==> src/rtl/sr_cmd_pkg.sv <==
// Shared types and constants for the set/reset command sequencer.
package sr_cmd_pkg;

   localparam int unsigned CNT_W = 8;

   typedef enum logic [1:0] {
      IDLE,
      EMIT,
      HOLD
   } state_t;

   // Combined rise vector: bit 0 = set, bit 1 = clear
   typedef enum logic [1:0] {
      CMD_NONE,
      CMD_SET,
      CMD_CLR,
      CMD_BOTH
   } cmd_t;

endpackage

==> src/rtl/sr_debounce.sv <==
// One request channel: two-flop synchronizer, debounce counter and
// rising-edge detector on the debounced level.
module sr_debounce
   import sr_cmd_pkg::*;
#(
   parameter int unsigned DEBOUNCE_CYCLES = 4
) (
   input  logic clk,
   input  logic RST,
   input  logic raw_in,
   output logic level,
   output logic rise
);

   localparam logic [CNT_W-1:0] CNT_LAST = CNT_W'(DEBOUNCE_CYCLES - 1);

   logic             s1;
   logic             s2;
   logic             db;
   logic             db_d;
   logic [CNT_W-1:0] cnt;

   // Bring the raw request into the clk domain
   always_ff @(posedge clk or posedge RST) begin
      if (RST) begin
         s1 <= 1'b0;
         s2 <= 1'b0;
      end else begin
         s1 <= raw_in;
         s2 <= s1;
      end
   end

   // Accept a new level only after it has been stable for DEBOUNCE_CYCLES samples
   always_ff @(posedge clk or posedge RST) begin
      if (RST) begin
         cnt <= '0;
         db  <= 1'b0;
      end else if (s2 == db) begin
         cnt <= '0;
      end else if (cnt == CNT_LAST) begin
         db  <= s2;
         cnt <= '0;
      end else begin
         cnt <= cnt + CNT_W'(1);
      end
   end

   // Delayed copy of the debounced level for edge detection
   always_ff @(posedge clk or posedge RST) begin
      if (RST) begin
         db_d <= 1'b0;
      end else begin
         db_d <= db;
      end
   end

   assign level = db;
   assign rise  = db & ~db_d;

endmodule

==> src/rtl/sr_cmd_sequencer.sv <==
// Turns debounced set/clear request edges into mutually exclusive one-cycle
// S/R commands, flags simultaneous requests and drops requests that arrive
// while a command or hold-off window is in progress.
module sr_cmd_sequencer
   import sr_cmd_pkg::*;
#(
   parameter int unsigned DEBOUNCE_CYCLES = 4,
   parameter int unsigned HOLDOFF         = 8
) (
   input  logic clk,
   input  logic RST,
   input  logic set_raw,
   input  logic clr_raw,
   output logic S,
   output logic R,
   output logic conflict,
   output logic drop,
   output logic busy
);

   localparam logic [CNT_W-1:0] HOLD_LOAD = (HOLDOFF > 0) ? CNT_W'(HOLDOFF - 1) : '0;

   logic             set_lvl;
   logic             set_rise;
   logic             clr_lvl;
   logic             clr_rise;
   cmd_t             cmd;
   state_t           state;
   logic [CNT_W-1:0] hcnt;

   sr_debounce #(
      .DEBOUNCE_CYCLES(DEBOUNCE_CYCLES)
   ) u_set (
      .clk   (clk),
      .RST   (RST),
      .raw_in(set_raw),
      .level (set_lvl),
      .rise  (set_rise)
   );

   sr_debounce #(
      .DEBOUNCE_CYCLES(DEBOUNCE_CYCLES)
   ) u_clr (
      .clk   (clk),
      .RST   (RST),
      .raw_in(clr_raw),
      .level (clr_lvl),
      .rise  (clr_rise)
   );

   // Classify this cycle's settled rising edges
   always_comb begin
      cmd = CMD_NONE;
      unique case ({clr_rise & clr_lvl, set_rise & set_lvl})
         2'b01:   cmd = CMD_SET;
         2'b10:   cmd = CMD_CLR;
         2'b11:   cmd = CMD_BOTH;
         default: cmd = CMD_NONE;
      endcase
   end

   // Command FSM with hold-off counter; all outputs registered
   always_ff @(posedge clk or posedge RST) begin
      if (RST) begin
         state    <= IDLE;
         hcnt     <= '0;
         S        <= 1'b0;
         R        <= 1'b0;
         conflict <= 1'b0;
         drop     <= 1'b0;
         busy     <= 1'b0;
      end else begin
         S        <= 1'b0;
         R        <= 1'b0;
         conflict <= 1'b0;
         drop     <= 1'b0;
         unique case (state)
            IDLE: begin
               unique case (cmd)
                  CMD_SET: begin
                     S     <= 1'b1;
                     state <= EMIT;
                     busy  <= 1'b1;
                  end
                  CMD_CLR: begin
                     R     <= 1'b1;
                     state <= EMIT;
                     busy  <= 1'b1;
                  end
                  CMD_BOTH: begin
                     conflict <= 1'b1;
                     if (HOLDOFF > 0) begin
                        state <= HOLD;
                        hcnt  <= HOLD_LOAD;
                        busy  <= 1'b1;
                     end else begin
                        busy  <= 1'b0;
                     end
                  end
                  default: busy <= 1'b0;
               endcase
            end
            EMIT: begin
               drop <= (cmd != CMD_NONE);
               if (HOLDOFF > 0) begin
                  state <= HOLD;
                  hcnt  <= HOLD_LOAD;
                  busy  <= 1'b1;
               end else begin
                  state <= IDLE;
                  busy  <= 1'b0;
               end
            end
            HOLD: begin
               drop <= (cmd != CMD_NONE);
               if (hcnt == '0) begin
                  state <= IDLE;
                  busy  <= 1'b0;
               end else begin
                  hcnt  <= hcnt - CNT_W'(1);
                  busy  <= 1'b1;
               end
            end
            default: begin
               state <= IDLE;
               busy  <= 1'b0;
            end
         endcase
      end
   end

endmodule

==> config.mk <==
export PLATFORM = sky130hd
export DESIGN_NAME = sr_cmd_sequencer
export DESIGN_NICKNAME = d
export VERILOG_FILES = /design/src/rtl/sr_cmd_pkg.sv /design/src/rtl/sr_debounce.sv /design/src/rtl/sr_cmd_sequencer.sv
export SDC_FILE = /design/constraint.sdc
export NUM_CORES = 1
export LEC_CHECK = 0
export ABC_AREA = 1
export CAP_MARGIN = 10
export CORE_MARGIN = 2
export CORE_UTILIZATION = 50
export CTS_BUF_LIST = sky130_fd_sc_hd__clkbuf_8
export CTS_CLUSTER_SIZE = 40
export DETAILED_ROUTE_END_ITERATION = 12
export PLACE_DENSITY = 0.77
export SLEW_MARGIN = 20
export SYNTH_ARGS = -nofsm -noshare
export SYNTH_HDL_FRONTEND = slang
export SYNTH_SLANG_ARGS = --single-unit
==> constraint.sdc <==
create_clock -name clk -period 1.5 [get_ports clk]
set_input_delay 0.15 -clock clk [delete_from_list [all_inputs] [get_ports clk]]
set_output_delay 0.15 -clock clk [all_outputs]
set_load 0.01 [all_outputs]
==> Word-level counts from Yosys, hierarchy flattened <==
Index checks and enable logic that the tools add are counted.
W data, S select, Z words.
{ "op_classes": {"addsub": 3, "eq_ne": 16, "mux": 21, "bitwise": 8, "n_reduce_logical": 11} }
{ "ops": {"columns": ["cell", "count"], "rows": [
  ["$mux W8", 6],
  ["$pmux W8 S3", 1],
  ["$add A8 B1 Y8 const B", 2],
  ["$eq A8 B2 Y1 const B", 2],
  ["$pmux W2 S3", 2],
  ["$eq A2 B2 Y1 const B", 5],
  ["$mux W1", 9],
  ["$logic_not A8 Y1", 1],
  ["$sub A8 B1 Y8 const B", 1],
  ["$eq A2 B1 Y1 const B", 3],
  ["$reduce_and A2 Y1", 3],
  ["$and A1 B1 Y1", 4],
  ["$ne A2 B2 Y1 const B", 2],
  ["$not A1 Y1", 4],
  ["$pmux W2 S2", 1],
  ["$reduce_or A2 Y1", 2],
  ["$ne A3 B2 Y1 const B", 1],
  ["$pmux W1 S3", 1],
  ["$reduce_and A3 Y1", 1],
  ["$reduce_bool A3 Y1", 1],
  ["$reduce_or A3 Y1", 1],
  ["$eq A1 B1 Y1", 2],
  ["$logic_not A2 Y1", 1],
  ["$mux W2", 1],
  ["2 further kinds", 2]
]} }
{ "totals": {"reg_bits": 39, "inputBits": 4, "elab_cells": 76} }

==> Logic depth before layout (Yosys ltp) <==
{ "logic_depth": {"depth_word": 9, "ltp_mapped": 9, "mapped_depth_nobuf": 9} }

==> Modules after synthesis <==
Synthesis repeated with hierarchy kept, for this count alone.
{ "hier_totals": {"hier_cells": 251, "area_unflattened_um2": 2057.0} }
{ "by_module_without_submodules": {"columns": ["module", "n_inst", "cells_each", "area_per_inst_um2", "seq_area_each_um2"], "rows": [
  ["sr_debounce", 2, 66, 575.6, 300.3],
  ["sr_cmd_sequencer", 1, 119, 905.9, 375.4]
]} }

==> Worst setup path after synthesis <==
OpenSTA, ideal clock, no wires.
{ "synth_path": {"kind": "flip-flop to flip-flop", "startpoint": "register state[0]", "endpoint": "register hcnt[0]", "arrival_ps": 1349, "required_time_ps": 1435, "path_slack_ps": 87, "path_stages_with_launch": 8, "n_path_buf": 0, "cell_sequence": "dfrtp_1 inv_1 ha_1 inv_1 o21ai_2 a21boi_4 o21ai_1 nand2_1"} }
{ "synth_between": {"elab_chain_len": 3, "word_cells_on_any_way": 8, "classes_between": "4 x eq/ne; 1 x mux; 3 x reduce/logical"} }
{ "synth_lines": {"columns": ["element", "line_no", "text"], "rows": [
  ["start, declared", "sr_cmd_sequencer.sv:28", "state_t state;"],
  ["start signal, assigned", "sr_cmd_sequencer.sv:65", "state <= IDLE;"],
  ["start signal, assigned", "sr_cmd_sequencer.sv:82", "state <= EMIT;"],
  ["start signal, assigned", "sr_cmd_sequencer.sv:87", "state <= EMIT;"],
  ["$eq A2 B2 Y1, or another cell as far along", "sr_cmd_sequencer.sv:77", "unique case (state)"],
  ["$ne A2 B2 Y1 (no line), or another cell as far along", null, null],
  ["$reduce_and A3 Y1 (no line)", null, null],
  ["end signal, assigned", "sr_cmd_sequencer.sv:120", "hcnt <= hcnt - CNT_W'(1);"],
  ["end, declared", "sr_cmd_sequencer.sv:29", "logic [CNT_W-1:0] hcnt;"]
]} }
Several ways; a longest one is shown, not always the timed one.
A chain may end at the register's enable or synchronous reset.

==> Worst setup path in the final report <==
Ends and elaborated chain as after synthesis.

==> report_table.html <==
<table>
<tr><th>Metric</th><th>Value</th></tr>
<tr><th colspan="2">GRT</th></tr>
<tr><td>GR Util All Layers</td><td>0.192</td></tr>
<tr><td>Largest net degree at the start of global routing</td><td>33</td></tr>
<tr><td>First-pass GRT wire length</td><td>around 6300 um</td></tr>
<tr><td>Initial antenna violation count</td><td>0</td></tr>
<tr><td>Vias in the first global route</td><td>1473</td></tr>
<tr><td>Global route overflow</td><td>0</td></tr>
<tr><th colspan="2">Power and ir drop</th></tr>
<tr><td>Pwr Density</td><td>~1800 mW/mm2</td></tr>
<tr><td>Proportion of power drawn by flip-flops and latches</td><td>0.335</td></tr>
<tr><td>Leakage power</td><td>about 1.2 nW</td></tr>
<tr><td>Share of total power consumed by net switching</td><td>0.370</td></tr>
<tr><td>Max IR drop VDD</td><td>1.29 mV</td></tr>
<tr><td>Cell-internal power</td><td>around 0.0028 W</td></tr>
<tr><td>Part of the power in combinational logic</td><td>0.430</td></tr>
<tr><td>Switching power summed over all nets</td><td>approximately 0.0016 W</td></tr>
<tr><td>Portion of total power attributed to the clock network</td><td>0.235</td></tr>
<tr><th colspan="2">Finish</th></tr>
<tr><td>Final nets</td><td>~280</td></tr>
<tr><td>Filler Cell Count</td><td>305</td></tr>
<tr><td>Diodes inserted</td><td>0</td></tr>
<tr><td>Area growth from synthesis to layout</td><td>21.4%</td></tr>
<tr><td>Share of layout cells above drive strength 1</td><td>0.150</td></tr>
<tr><th colspan="2">Detailed routing</th></tr>
<tr><td>Post-route ant nets</td><td>0</td></tr>
<tr><td>WL per Instance</td><td>approximately 12 um</td></tr>
<tr><td>Number of remaining DRC errors</td><td>0</td></tr>
<tr><td>Number of detailed-routing iterations run before antenna repair</td><td>4</td></tr>
<tr><td>Total length of routed wires</td><td>roughly 3800 um</td></tr>
<tr><td>Iter 0 DRT Violations</td><td>108</td></tr>
<tr><td>Total number of vias</td><td>around 1500</td></tr>
<tr><td>Vias per inst</td><td>roughly 5</td></tr>
<tr><th colspan="2">STA</th></tr>
<tr><td>Final period util</td><td>0.960</td></tr>
<tr><td>Final Hold Fails</td><td>0</td></tr>
<tr><td>Setup-failing EPs final</td><td>0</td></tr>
<tr><td>Setup skew after layout</td><td>about 10 ps</td></tr>
<tr><td>Crit path time final</td><td>approximately 1400 ps</td></tr>
<tr><td>Pins over their slew limit</td><td>0</td></tr>
<tr><td>Max-slew headroom at the worst pin</td><td>0.764</td></tr>
<tr><td>Worst hold slack after final layout</td><td>between 100 and 150 ps</td></tr>
<tr><td>Final critical-path setup slack</td><td>59.3 ps</td></tr>
<tr><td>Total negative slack for setup checks</td><td>0 ps</td></tr>
<tr><td>Max Freq</td><td>~0.69 GHz</td></tr>
<tr><td>Measured slew at the worst slew-check pin</td><td>approximately 350 ps</td></tr>
<tr><th colspan="2">Yosys</th></tr>
<tr><td>Warnings from Yosys</td><td>0</td></tr>
<tr><td>Count of distinct cell types in the synthesized netlist</td><td>22</td></tr>
<tr><td>Syn Nets</td><td>250</td></tr>
<tr><td>Average size of a mapped cell</td><td>roughly 8.5 um2</td></tr>
<tr><td>Post-synthesis cell count</td><td>233</td></tr>
<tr><td>Seq cells post-synth</td><td>39</td></tr>
<tr><td>Netlist area before placement</td><td>about 0.002 mm2</td></tr>
<tr><td>Sequential element share of the synthesized area</td><td>0.495</td></tr>
<tr><th colspan="2">Outcome</th></tr>
<tr><td>Run status</td><td>finished, final reports clean</td></tr>
<tr><th colspan="2">Clock tree</th></tr>
<tr><td>Number of buffers created by CTS</td><td>5</td></tr>
<tr><td>Clock tree from TritonCTS</td><td>yes</td></tr>
<tr><td>Hold Buf Count CTS</td><td>0</td></tr>
<tr><td>Count of clock tree sinks</td><td>39</td></tr>
<tr><td>CTS Root Buffer Type</td><td>sky130_fd_sc_hd__clkbuf_8</td></tr>
<tr><td>Count of H-tree levels built during CTS</td><td>2</td></tr>
<tr><td>Insertion delay of the later-clocked pin in the worst-skew pair</td><td>roughly 300 ps</td></tr>
<tr><td>Clk slew on worst S/H paths</td><td>~80 ps</td></tr>
<tr><td>Maximum number of buffers from clock root to sink</td><td>2</td></tr>
<tr><th colspan="2">Place</th></tr>
<tr><td>Setup slack at placement</td><td>22.9 ps</td></tr>
<tr><td>Detailed Place HPWL</td><td>2610 um</td></tr>
<tr><td>Global placer's final weighted congestion</td><td>approximately 0.83</td></tr>
<tr><td>Count of buffers from port buffering</td><td>8</td></tr>
<tr><th colspan="2">Worst setup path</th></tr>
<tr><td>Reg-to-reg startpoint</td><td>state[0]</td></tr>
<tr><td>Worst R2R Setup Slack</td><td>just under 60 ps</td></tr>
<tr><td>R2R cell count</td><td>7</td></tr>
<tr><td>Required time of the worst setup path</td><td>1740 ps</td></tr>
<tr><td>Critical Path Start</td><td>state[0]</td></tr>
<tr><td>Worst setup path class</td><td>reg2reg</td></tr>
<tr><td>Highest-delay cell along the critical path</td><td>sky130_fd_sc_hd__dfrtp_1</td></tr>
<tr><td>Reg-to-reg critical path endpoint</td><td>hcnt[0]</td></tr>
<tr><td>Critical Path Sink</td><td>hcnt[0]</td></tr>
<tr><td>Startpoint kind of the worst setup timing path</td><td>flip-flop</td></tr>
<tr><td>Cell-by-cell trace of the critical path</td><td>inv_1, ha_4, inv_2, o21ai_4, a21boi_4, o21ai_1, nand2_1</td></tr>
<tr><td>Slowest cell delay on critical path</td><td>around 370 ps</td></tr>
<tr><td>Arrival time at the worst endpoint</td><td>around 1700 ps</td></tr>
<tr><td>Element type at the critical path end</td><td>flip-flop</td></tr>
<tr><td>Maximum net fanout on the critical path</td><td>5</td></tr>
<tr><th colspan="2">Floorplan</th></tr>
<tr><td>Initial core utilization</td><td>0.531</td></tr>
<tr><td>I/O Pins</td><td>9</td></tr>
<tr><td>Die Y-Extent</td><td>approximately 67 um</td></tr>
<tr><td>Die outline width</td><td>~67 um</td></tr>
<tr><td>Row Count</td><td>22</td></tr>
<tr><td>Die area</td><td>between 0.004 and 0.005 mm2</td></tr>
<tr><td>Placeable Area</td><td>0.00372 mm2</td></tr>
<tr><th colspan="2">Flow run</th></tr>
<tr><td>Max-cap viol count</td><td>0</td></tr>
<tr><th colspan="2">Worst hold path</th></tr>
<tr><td>Path category of the worst min-delay check</td><td>in2async</td></tr>
</table>
==> worst min path at each step <==
stage	from	slack [ps]	depth (start not counted)	to
after floorplan	clr_raw	180	0	u_clr.s1
after global placement	u_clr.s1	330	0	u_clr.s2
after detailed placement	u_clr.s1	340	0	u_clr.s2
after CTS	RST	120	2	u_clr.cnt[7]
after global routing	RST	140	2	u_clr.cnt[7]
final	RST	110	2	u_clr.cnt[7]
==> area by class of cell <==
class                   count  area (um2)  area share
repair buffers             19         179      0.0747
clock inverters             3        63.8      0.0266
multi-input cells         152         890       0.371
well taps                  48        60.1      0.0251
inverters                  42         158      0.0658
flip-flops and latches     39         976       0.408
clock buffers               5        68.8      0.0287
==> critical path, delay by kind of cell, from the launching register on <==
kind	cells	cell delay (ps)
AND/OR/NAND/NOR	1	60
AO/OA/AOI/OAI	3	550
flip-flops	1	370
buffers and inverters	2	140
adder cells (fa/ha/maj)	1	270
==> power groups by stage <==
| stage | Clock [W] | Combinational [W] | Sequential (W) |
|---|---|---|---|
| finish | 0.00103 | 0.00189 | 0.00148 |
| global route | 0.00108 | 0.00213 | 0.00151 |
| CTS | 0.00104 | 0.00166 | 0.00146 |
| detailed placement | 0 | 0.00162 | 0.00147 |
| global placement | 0 | 0.00158 | 0.00146 |
| floorplan | 0 | 0.00108 | 0.00147 |
==> logic make-up (layout without fill, tap and decap cells) <==
family,count (synthesis),after routing,synth area share
xor+xnor,7,7,0.0311
buf+inv,42,69,0.0799
simple gates,113,113,0.254
compound gates,19,19,0.0577
flops,39,39,0.495
fa+ha+maj,13,13,0.0824
==> routing by layer <==
metal	global-route usage	part of all wire	vias up
met5	0	0	-
met4	0.110	0.019	0
met3	0.0355	0.030	9
met2	0.311	0.50	23
met1	0.241	0.45	720
li1	-	-	772
==> state kept, by name, summed over array words and instances (netlist names) <==
name	cells
R	1
S	1
busy	1
conflict	1
drop	1
hcnt	8
state	2
u_clr.cnt	8
u_clr.db_d	1
u_clr.level	1
u_clr.s1	1
u_clr.s2	1
u_set.cnt	8
u_set.db_d	1
u_set.level	1
u_set.s1	1
u_set.s2	1
==> stage by stage <==
stage               total power [W]  std cells   util  instance area, um2
floorplan                   0.00255        233      -                1970
global placement            0.00304        297  0.588                2190
detailed placement          0.00309        297  0.588                2190
CTS                         0.00417        305  0.625                2320
global route                0.00472        308  0.644                2390
finish                      0.00440        308  0.644                2390
==> synthesized netlist by cell type <==
library cell               count  share of area
sky130_fd_sc_hd__nand2_1      45          0.086
sky130_fd_sc_hd__inv_1        42          0.080
sky130_fd_sc_hd__dfrtp_1      39           0.49
sky130_fd_sc_hd__nor2_1       34          0.065
sky130_fd_sc_hd__ha_1         13          0.082
sky130_fd_sc_hd__nand3_1      11          0.028
sky130_fd_sc_hd__nor3_1        9          0.023
sky130_fd_sc_hd__a21oi_1       8          0.020
sky130_fd_sc_hd__xor2_1        6          0.027
sky130_fd_sc_hd__nand4_1       5          0.016
sky130_fd_sc_hd__o21ai_1       5          0.013
sky130_fd_sc_hd__o21ai_0       3         0.0076
sky130_fd_sc_hd__nand2_2       2         0.0063
sky130_fd_sc_hd__nor2_4        2          0.011
sky130_fd_sc_hd__nor3b_1       2         0.0076
sky130_fd_sc_hd__a21boi_4      1         0.0095
sky130_fd_sc_hd__a31oi_1       1         0.0032
sky130_fd_sc_hd__nand2_4       1         0.0057
sky130_fd_sc_hd__nor2_2        1         0.0032
sky130_fd_sc_hd__o21ai_2       1         0.0044
sky130_fd_sc_hd__or2_2         1         0.0032
sky130_fd_sc_hd__xnor2_1       1         0.0044
==> timing repair <==
item	in CTS	in global routing
gates resized for setup	2	15
gates cloned	0	0
endpoints found under the setup margin	1	9
buffers inserted	0	3
pin swaps	0	3
==> placed cells by master, fill, tap and decap left out <==
master / count
sky130_fd_sc_hd__ha_2: 1
sky130_fd_sc_hd__xor2_1: 6
sky130_fd_sc_hd__inv_2: 4
sky130_fd_sc_hd__o21ai_1: 5
sky130_fd_sc_hd__a21boi_4: 1
sky130_fd_sc_hd__clkdlybuf4s50_1: 8
sky130_fd_sc_hd__buf_6: 1
sky130_fd_sc_hd__nor3b_1: 2
sky130_fd_sc_hd__xnor2_1: 1
sky130_fd_sc_hd__o21ai_4: 1
sky130_fd_sc_hd__inv_1: 39
sky130_fd_sc_hd__nor3_1: 9
sky130_fd_sc_hd__bufinv_16: 2
sky130_fd_sc_hd__nand2_2: 5
sky130_fd_sc_hd__nand4_1: 5
sky130_fd_sc_hd__ha_4: 1
sky130_fd_sc_hd__a31oi_1: 1
sky130_fd_sc_hd__or2_2: 1
sky130_fd_sc_hd__nor2_1: 32
sky130_fd_sc_hd__nor2_4: 4
sky130_fd_sc_hd__nor2_2: 1
sky130_fd_sc_hd__ha_1: 11
sky130_fd_sc_hd__dfrtp_1: 39
sky130_fd_sc_hd__o21ai_0: 3
sky130_fd_sc_hd__a21oi_1: 8
sky130_fd_sc_hd__nand3_2: 1
sky130_fd_sc_hd__nand2_4: 1
sky130_fd_sc_hd__nand2_1: 42
sky130_fd_sc_hd__clkbuf_8: 5
sky130_fd_sc_hd__buf_12: 1
sky130_fd_sc_hd__nand3_1: 10
sky130_fd_sc_hd__buf_4: 9
No activity file was read; power rests on OpenSTA's default activity.
